### config.mk
export PLATFORM = sky130hd
export DESIGN_NAME = fir_ctrl_flat
export DESIGN_NICKNAME = d
export VERILOG_FILES = /design/src/rtl/fir_ctrl_if.sv /design/src/rtl/fir_ctrl.sv /design/src/flat_wrapper.sv
export SDC_FILE = /design/constraint.sdc
export NUM_CORES = 1
export LEC_CHECK = 0
export BUFFER_PORTS_ARGS = -buffer_cell sky130_fd_sc_hd__buf_4
export CAP_MARGIN = 20
export CORE_MARGIN = 3
export CORE_UTILIZATION = 48
export DETAILED_ROUTE_END_ITERATION = 16
export PLACE_DENSITY = 0.81
export SETUP_SLACK_MARGIN = 0.5
export SYNTH_ARGS = -nofsm -noshare
export SYNTH_HDL_FRONTEND = slang
export SYNTH_SLANG_ARGS = --single-unit
### constraint.sdc
create_clock -name axis_clk -period 2.6 [get_ports axis_clk]
set_input_delay 0.13 -clock axis_clk [delete_from_list [all_inputs] [get_ports axis_clk]]
set_output_delay 0.13 -clock axis_clk [all_outputs]
set_load 0.02 [all_outputs]
### src/rtl/fir_ctrl_if.sv
// AXI-Lite bundle between the configuration master and the FIR control block.
// The write response channel is intentionally absent.
interface fir_ctrl_if #(
  parameter int pADDR_WIDTH = 12,
  parameter int pDATA_WIDTH = 32
);
  logic [pADDR_WIDTH-1:0] awaddr;
  logic                   awvalid;
  logic                   awready;
  logic [pDATA_WIDTH-1:0] wdata;
  logic                   wvalid;
  logic                   wready;
  logic [pADDR_WIDTH-1:0] araddr;
  logic                   arvalid;
  logic                   arready;
  logic [pDATA_WIDTH-1:0] rdata;
  logic                   rvalid;
  logic                   rready;

  modport master (
    output awaddr, awvalid, wdata, wvalid, araddr, arvalid, rready,
    input  awready, wready, arready, rdata, rvalid
  );

  modport slave (
    input  awaddr, awvalid, wdata, wvalid, araddr, arvalid, rready,
    output awready, wready, arready, rdata, rvalid
  );
endinterface

### src/rtl/fir_ctrl.sv
// FIR control front-end: AXI-Lite register map, ap_start/ap_done/ap_idle sequencing
// and arbitration of the single tap BRAM port between AXI-Lite and the engine.
module fir_ctrl #(
  parameter int pADDR_WIDTH = 12,
  parameter int pDATA_WIDTH = 32,
  parameter int Tape_Num    = 11
) (
  input  logic                   axis_clk,
  input  logic                   axis_rst_n,
  fir_ctrl_if.slave              axi,
  output logic                   ap_start,
  input  logic                   eng_done,
  output logic [pDATA_WIDTH-1:0] data_length,
  input  logic [pADDR_WIDTH-1:0] eng_tap_A,
  output logic [pDATA_WIDTH-1:0] eng_tap_Do,
  output logic [3:0]             tap_WE,
  output logic                   tap_EN,
  output logic [pDATA_WIDTH-1:0] tap_Di,
  output logic [pADDR_WIDTH-1:0] tap_A,
  input  logic [pDATA_WIDTH-1:0] tap_Do
);
  localparam int IW = pADDR_WIDTH - 2;
  localparam logic [IW-1:0] IDX_CTRL   = IW'(32'd0);
  localparam logic [IW-1:0] IDX_LEN    = IW'(32'd4);
  localparam logic [IW-1:0] IDX_TAP_LO = IW'(32'd8);
  localparam logic [IW-1:0] IDX_TAP_HI = IW'(32'd8 + 32'(Tape_Num) - 32'd1);
  localparam logic [pADDR_WIDTH-1:0] TAP_BASE = pADDR_WIDTH'(32'h20);

  typedef enum logic [1:0] {S_IDLE = 2'd0, S_START = 2'd1, S_RUN = 2'd2} state_e;
  typedef enum logic [1:0] {SEL_NONE = 2'd0, SEL_CTRL = 2'd1, SEL_LEN = 2'd2, SEL_TAP = 2'd3} sel_e;

  function automatic sel_e decode(input logic [IW-1:0] idx);
    if (idx == IDX_CTRL) begin
      decode = SEL_CTRL;
    end else if (idx == IDX_LEN) begin
      decode = SEL_LEN;
    end else if ((idx >= IDX_TAP_LO) && (idx <= IDX_TAP_HI)) begin
      decode = SEL_TAP;
    end else begin
      decode = SEL_NONE;
    end
  endfunction

  function automatic logic [pADDR_WIDTH-1:0] tap_offset(input logic [pADDR_WIDTH-1:0] addr);
    logic [pADDR_WIDTH-1:0] off;
    off = addr - TAP_BASE;
    tap_offset = {off[pADDR_WIDTH-1:2], 2'b00};
  endfunction

  state_e                 state_q, state_d;
  logic                   ap_start_q, ap_start_d;
  logic                   ap_done_q, ap_done_d;
  logic                   wr_rdy_q, wr_rdy_d;
  logic                   ar_rdy_q, ar_rdy_d;
  logic                   rd_pend_q, rd_pend_d;
  sel_e                   rd_sel_q, rd_sel_d;
  logic                   rd_eng_q, rd_eng_d;
  logic                   rvalid_q, rvalid_d;
  logic                   rd_tap_q, rd_tap_d;
  logic [pDATA_WIDTH-1:0] rdata_q, rdata_d;
  logic [3:0]             tap_we_q, tap_we_d;
  logic [pADDR_WIDTH-1:0] tap_a_q, tap_a_d;
  logic [pDATA_WIDTH-1:0] tap_di_q, tap_di_d;
  logic [pDATA_WIDTH-1:0] data_length_q, data_length_d;

  logic wr_fire, rd_fire, rd_busy, eng_owns, rd_clear, start_req;
  sel_e wr_sel, ar_sel;

  // Handshake qualifiers and address decode for the current cycle
  always_comb begin
    wr_fire   = wr_rdy_q && axi.awvalid && axi.wvalid;
    rd_fire   = ar_rdy_q && axi.arvalid;
    rd_busy   = ar_rdy_q || rd_pend_q || rvalid_q;
    eng_owns  = (state_q != S_IDLE);
    wr_sel    = decode(axi.awaddr[pADDR_WIDTH-1:2]);
    ar_sel    = decode(axi.araddr[pADDR_WIDTH-1:2]);
    rd_clear  = rvalid_q && axi.rready && (rd_sel_q == SEL_CTRL);
    start_req = wr_fire && (wr_sel == SEL_CTRL) && axi.wdata[0];
  end

  // Next-state logic for the channels, register file, tap port and sequencing FSM
  always_comb begin
    state_d       = state_q;
    ap_start_d    = 1'b0;
    ap_done_d     = rd_clear ? 1'b0 : ap_done_q;
    // Writes win over a simultaneous read request; both wait for any read in flight.
    wr_rdy_d      = axi.awvalid && axi.wvalid && !wr_rdy_q && !rd_busy;
    ar_rdy_d      = axi.arvalid && !ar_rdy_q && !wr_rdy_d && !rd_busy;
    rd_pend_d     = 1'b0;
    rd_sel_d      = rd_sel_q;
    rd_eng_d      = rd_eng_q;
    rvalid_d      = rvalid_q;
    rd_tap_d      = rd_tap_q;
    rdata_d       = rdata_q;
    tap_we_d      = 4'h0;
    tap_a_d       = tap_a_q;
    tap_di_d      = tap_di_q;
    data_length_d = data_length_q;

    if (wr_fire && (wr_sel == SEL_LEN) && !eng_owns) begin
      data_length_d = axi.wdata;
    end else begin
      data_length_d = data_length_q;
    end

    if (wr_fire && (wr_sel == SEL_TAP) && !eng_owns) begin
      tap_we_d = 4'hF;
      tap_a_d  = tap_offset(axi.awaddr);
      tap_di_d = axi.wdata;
    end else if (rd_fire && (ar_sel == SEL_TAP) && !eng_owns) begin
      tap_a_d  = tap_offset(axi.araddr);
    end else begin
      tap_we_d = 4'h0;
    end

    if (rd_fire) begin
      rd_pend_d = 1'b1;
      rd_sel_d  = ar_sel;
      rd_eng_d  = eng_owns;
    end else begin
      rd_pend_d = 1'b0;
    end

    // Tap reads forward tap_Do live while rvalid is up and latch it at the handshake.
    if (rd_pend_q) begin
      rvalid_d = 1'b1;
      rd_tap_d = (rd_sel_q == SEL_TAP) && !rd_eng_q;
      case (rd_sel_q)
        SEL_CTRL: rdata_d = pDATA_WIDTH'({(state_q == S_IDLE), ap_done_q, (state_q != S_IDLE)});
        SEL_LEN:  rdata_d = data_length_q;
        SEL_TAP:  rdata_d = rd_eng_q ? {pDATA_WIDTH{1'b1}} : rdata_q;
        default:  rdata_d = {pDATA_WIDTH{1'b0}};
      endcase
    end else if (rvalid_q && axi.rready) begin
      rvalid_d = 1'b0;
      rd_tap_d = 1'b0;
      rdata_d  = rd_tap_q ? tap_Do : rdata_q;
    end else begin
      rvalid_d = rvalid_q;
    end

    case (state_q)
      S_IDLE: begin
        if (start_req) begin
          state_d    = S_START;
          ap_start_d = 1'b1;
          ap_done_d  = 1'b0;
        end else begin
          state_d = S_IDLE;
        end
      end
      S_START: begin
        state_d   = S_RUN;
        ap_done_d = 1'b0;
      end
      S_RUN: begin
        if (eng_done) begin
          state_d   = S_IDLE;
          ap_done_d = 1'b1;
        end else begin
          state_d = S_RUN;
        end
      end
      default: state_d = S_IDLE;
    endcase
  end

  // State register for the whole block
  always_ff @(posedge axis_clk or negedge axis_rst_n) begin
    if (!axis_rst_n) begin
      state_q       <= S_IDLE;
      ap_start_q    <= 1'b0;
      ap_done_q     <= 1'b0;
      wr_rdy_q      <= 1'b0;
      ar_rdy_q      <= 1'b0;
      rd_pend_q     <= 1'b0;
      rd_sel_q      <= SEL_NONE;
      rd_eng_q      <= 1'b0;
      rvalid_q      <= 1'b0;
      rd_tap_q      <= 1'b0;
      rdata_q       <= {pDATA_WIDTH{1'b0}};
      tap_we_q      <= 4'h0;
      tap_a_q       <= {pADDR_WIDTH{1'b0}};
      tap_di_q      <= {pDATA_WIDTH{1'b0}};
      data_length_q <= {pDATA_WIDTH{1'b0}};
    end else begin
      state_q       <= state_d;
      ap_start_q    <= ap_start_d;
      ap_done_q     <= ap_done_d;
      wr_rdy_q      <= wr_rdy_d;
      ar_rdy_q      <= ar_rdy_d;
      rd_pend_q     <= rd_pend_d;
      rd_sel_q      <= rd_sel_d;
      rd_eng_q      <= rd_eng_d;
      rvalid_q      <= rvalid_d;
      rd_tap_q      <= rd_tap_d;
      rdata_q       <= rdata_d;
      tap_we_q      <= tap_we_d;
      tap_a_q       <= tap_a_d;
      tap_di_q      <= tap_di_d;
      data_length_q <= data_length_d;
    end
  end

  assign axi.awready = wr_rdy_q;
  assign axi.wready  = wr_rdy_q;
  assign axi.arready = ar_rdy_q;
  assign axi.rvalid  = rvalid_q;
  assign axi.rdata   = rd_tap_q ? tap_Do : rdata_q;
  assign ap_start    = ap_start_q;
  assign data_length = data_length_q;
  assign eng_tap_Do  = tap_Do;
  assign tap_EN      = 1'b1;
  assign tap_Di      = tap_di_q;
  assign tap_WE      = (state_q == S_RUN) ? 4'h0 : tap_we_q;
  assign tap_A       = (state_q == S_RUN) ? eng_tap_A : tap_a_q;
endmodule

### src/flat_wrapper.sv
// flat-port wrapper written by rule: the top's interface ports become plain ports
module fir_ctrl_flat 
#(
  parameter int pADDR_WIDTH = 12,
  parameter int pDATA_WIDTH = 32,
  parameter int Tape_Num    = 11
)
  (axis_clk, axis_rst_n, ap_start, eng_done, data_length, eng_tap_A, eng_tap_Do, tap_WE, tap_EN, tap_Di, tap_A, tap_Do, axi_awaddr, axi_awvalid, axi_wdata, axi_wvalid, axi_araddr, axi_arvalid, axi_rready, axi_awready, axi_wready, axi_arready, axi_rdata, axi_rvalid);
  fir_ctrl_if #(.pADDR_WIDTH(pADDR_WIDTH), .pDATA_WIDTH(pDATA_WIDTH)) axi_i ();
  input  logic axis_clk;
  input  logic axis_rst_n;
  output logic ap_start;
  input  logic eng_done;
  output logic [pDATA_WIDTH-1:0] data_length;
  input  logic [pADDR_WIDTH-1:0] eng_tap_A;
  output logic [pDATA_WIDTH-1:0] eng_tap_Do;
  output logic [3:0] tap_WE;
  output logic tap_EN;
  output logic [pDATA_WIDTH-1:0] tap_Di;
  output logic [pADDR_WIDTH-1:0] tap_A;
  input  logic [pDATA_WIDTH-1:0] tap_Do;
  input wire logic [$bits(axi_i.awaddr)-1:0] axi_awaddr;
  input wire logic [$bits(axi_i.awvalid)-1:0] axi_awvalid;
  input wire logic [$bits(axi_i.wdata)-1:0] axi_wdata;
  input wire logic [$bits(axi_i.wvalid)-1:0] axi_wvalid;
  input wire logic [$bits(axi_i.araddr)-1:0] axi_araddr;
  input wire logic [$bits(axi_i.arvalid)-1:0] axi_arvalid;
  input wire logic [$bits(axi_i.rready)-1:0] axi_rready;
  output wire logic [$bits(axi_i.awready)-1:0] axi_awready;
  output wire logic [$bits(axi_i.wready)-1:0] axi_wready;
  output wire logic [$bits(axi_i.arready)-1:0] axi_arready;
  output wire logic [$bits(axi_i.rdata)-1:0] axi_rdata;
  output wire logic [$bits(axi_i.rvalid)-1:0] axi_rvalid;
  assign axi_i.awaddr = axi_awaddr;
  assign axi_i.awvalid = axi_awvalid;
  assign axi_i.wdata = axi_wdata;
  assign axi_i.wvalid = axi_wvalid;
  assign axi_i.araddr = axi_araddr;
  assign axi_i.arvalid = axi_arvalid;
  assign axi_i.rready = axi_rready;
  assign axi_awready = axi_i.awready;
  assign axi_wready = axi_i.wready;
  assign axi_arready = axi_i.arready;
  assign axi_rdata = axi_i.rdata;
  assign axi_rvalid = axi_i.rvalid;
  fir_ctrl #(.pADDR_WIDTH(pADDR_WIDTH), .pDATA_WIDTH(pDATA_WIDTH), .Tape_Num(Tape_Num)) u_core (.axis_clk(axis_clk), .axis_rst_n(axis_rst_n), .axi(axi_i), .ap_start(ap_start), .eng_done(eng_done), .data_length(data_length), .eng_tap_A(eng_tap_A), .eng_tap_Do(eng_tap_Do), .tap_WE(tap_WE), .tap_EN(tap_EN), .tap_Di(tap_Di), .tap_A(tap_A), .tap_Do(tap_Do));
endmodule
==> results.cfg <==
[outcome]
status = complete, no violations

[cts]
cts_made_buffers = 17
cts_setup_buffers = 0
clock_latency_ps = 420
cts_tree = done
clk_pin_slew_ps = 50
cts.path.max_buffers = 2
cts-root-buf = clkbuf_16
h-tree-depth = 4
cts_sinks = 119

[synthesis]
synth_cells = 554
syn-num-nets = 664
ys_seq_area_share_pct = 49.92
synth_top_area_share_pct = 49.92
synth_area_leader_cell = dfrtp_1
synthTopCellsByCount = dfrtp_1, mux2_2, nor2_1
ys_warn_count = 0
synthesis.area_sq_um = 5966
yosysUniqueCellTypes = 44
ys_ff_latch = 119
ys_async_sr_fraction_pct = 100.0
synth_area_leaders = dfrtp_1, mux2_2, buf_4
synth_enable_flop_cells = 0
postSynthAreaPerCell_sq_um = 10.77
ys.flop_type = dfrtp_1
yosysMostFrequentCell = dfrtp_1

[sta]
rsz0062_at_grt = no
skew_ps = 12.63
setup_violations = 0
slew_violations = 0
relSlewSlack_pct = 49.94
min_period_over_period_pct = 75.93
fin_crit_ps = 1974
setup_tns_ps = 0
final_hold_viol_count = 0
timing.fmax_ghz = 0.5065
worst_slew_pin_slew_ps = 740.8

[critical_path]
reg2reg_slack_ps = 630
r2r_cells = 4
worstReg2RegStart = u_core.state_q[0]$_DFF_PN0_
required_ps = 2920
crit_fanout = 7
crit_chain = or2_2 > or4_4 > or3_1 > a31oi_1
max_stage_delay_ps = 580
worstPathArrival_ps = 2300
regToRegEndpoint = u_core.tap_a_q[6]$_DFFE_PN0P_
endpoint_kind = flop
critPathLaunchType = flop
worstSetupPathType = reg -> reg
cp_slowest_cell = or4_4

[placed_design]
place_inst = 914
placed_area_sq_um = 7776
hpwl_um = 12690
portBuffers = 251
gp_congestion = 0.8430

[job]
drv_cap = 0

[floorplanning]
initial_core_util_pct = 49.46
die_area_sq_um = 13800
std_cell_rows = 40
fp.dieW_um = 117.5
io_pins = 257
die_h_um = 117.5
core_sq_um = 12060

[power_and_ir_drop]
power.density_nw_per_um2 = 820.0
ir_worst_vdd_mv = 0.6434
total_power_mw = 7.311
leakage_nw = 4.384

[route]
viasPerCell = 5.391
drt_iter0_drc = 265
drc_errors = 0
first_pass_iters = 5
vias = 5294
wirelength_um = 18140
postRouteAntennaNets = 0
wl_per_cell_um = 18.47

[global_route]
grt_first_pass_wirelength_um = 28730
grt_max_degree = 83
grt_pass1_vias = 5497
grt_use_total_pct = 26.12
grt-ovfl-total = 0
antenna_found_initial = 0

[hold_path]
hold_path_end = u_core.axi.rvalid$_DFFE_PN0P_
hold_class = in -> reg
holdPathStages = 3
hp-start = axi_rready

[finish]
diodes = 0
drive_above_1_share_pct = 50.86
syn_to_final_growth_pct = 49.45
fin_cells = 982
fin_area_sq_um = 8916
fillers = 827
fin_nets = 911
-- routing by layer --
layer | GRT usage [%] | share of wire, % | up-vias
li1 | - | - | 2429
met1 | 29.08 | 38 | 2620
met2 | 47.51 | 54 | 213
met3 | 6.583 | 6.1 | 32
met4 | 10.84 | 2.5 | 0
met5 | 0 | 0 | -
-- how the worst max path moves through the flow --
stage / from / to / slack [ps]
finish: u_core.state_q[0]$_DFF_PN0_ / u_core.tap_a_q[6]$_DFFE_PN0P_ / 630
CTS: u_core.state_q[1]$_DFF_PN0_ / u_core.tap_a_q[11]$_DFFE_PN0P_ / 530
global route: u_core.rd_pend_q$_DFF_PN0_ / u_core.rdata_q[17]$_DFFE_PN0P_ / 520
detailed placement: u_core.axi.awready$_DFF_PN0_ / u_core.tap_Di[27]$_DFFE_PN0P_ / 490
floorplan: u_core.axi.awready$_DFF_PN0_ / u_core.tap_Di[0]$_DFFE_PN0P_ / 650
global placement: u_core.state_q[1]$_DFF_PN0_ / u_core.tap_a_q[7]$_DFFE_PN0P_ / 600
-- metrics by stage --
step | setup WS [ps] | utilization (%) | hold WS, ps
3_5_place_dp | 485.9 | 64.47 | 123.4
6_report | 625.7 | 73.92 | 20.39
3_3_place_gp | 604.3 | 64.47 | 120.2
4_1_cts | 526.8 | 73.85 | 6.836
5_1_grt | 522.3 | 73.92 | 21.14
2_1_floorplan | 651.2 | - | -165.6
-- flip-flops by register name, indices dropped and copies added, names as in the netlist --
name	cells
u_core.axi.arready	1
u_core.rd_sel_q	2
u_core.state_q	2
u_core.ap_start	1
u_core.tap_a_q	10
u_core.axi.rvalid	1
u_core.rd_pend_q	1
u_core.tap_we_q	1
u_core.axi.awready	1
u_core.rd_tap_q	1
u_core.rd_eng_q	1
u_core.ap_done_q	1
u_core.tap_Di	32
u_core.data_length	32
u_core.rdata_q	32
-- where the power goes --
group          switching, mW  internal [mW]  total, mW
combinational           1.03          0.940       1.97
clock                  0.844           2.21       3.05
sequential             0.168           2.12       2.29
total                   2.04           5.27       7.31
-- logic make-up (layout without fill, tap and decap cells) --
| family | Yosys count | in the layout | synth area share [%] |
|---|---|---|---|
| mux | 108 | 108 | 20.39 |
| compound gates | 114 | 114 | 11.28 |
| xor+xnor | 2 | 2 | 0.2937 |
| fa+ha+maj | 3 | 3 | 0.6293 |
| simple gates | 128 | 128 | 10.07 |
| flops | 119 | 119 | 49.92 |
| other cells | 1 | 1 | 0.06286 |
| buf+inv | 79 | 339 | 7.362 |
-- final cells by class --
cell class | instances | area [sq um] | share of cell area (%)
flip-flops and latches | 119 | 2979 | 33.41
multi-input cells | 356 | 2576 | 28.89
repair buffers | 298 | 2352 | 26.38
clock buffers | 19 | 442.9 | 4.968
clock inverters | 13 | 321.6 | 3.607
well taps | 168 | 210.2 | 2.358
inverters | 9 | 33.78 | 0.3789
-- cells in the final DEF (no fill, tap or decap), types with 2 or more instances in the layout --
cell,netlist,layout
a31oi_1,8,8
o21ai_0,44,44
nor4_1,2,2
nor3b_1,2,2
a21oi_1,36,36
nor3_1,5,4
inv_1,8,8
buf_12,0,2
or4_4,1,2
o31ai_1,4,4
a31o_2,2,2
nand2_1,40,40
or2_2,2,2
nor2b_1,5,5
nand3_1,8,7
mux2_2,108,108
o22a_1,13,13
and2_1,3,3
and3_1,6,6
ha_1,3,3
dlygate4sd3_1,0,36
xor2_1,2,2
nor2_1,45,44
buf_4,37,260
clkbuf_16,0,17
a22o_1,2,2
bufinv_16,0,10
dfrtp_1,119,118
-- timing repair --
action | CTS | global route
hold buffers | 36 | 0
endpoints found under the hold margin | 104 | 0
endpoints found under the setup margin | 25 | 4
resized for setup | 1 | 2
-- worst max-delay path, delay by kind of cell, from the launching register on --
kind | cells | cell delay, ps
AO/OA/AOI/OAI | 1 | 190
flip-flops | 1 | 420
AND/OR/NAND/NOR | 3 | 1280
No activity file was read; power rests on OpenSTA's default activity.
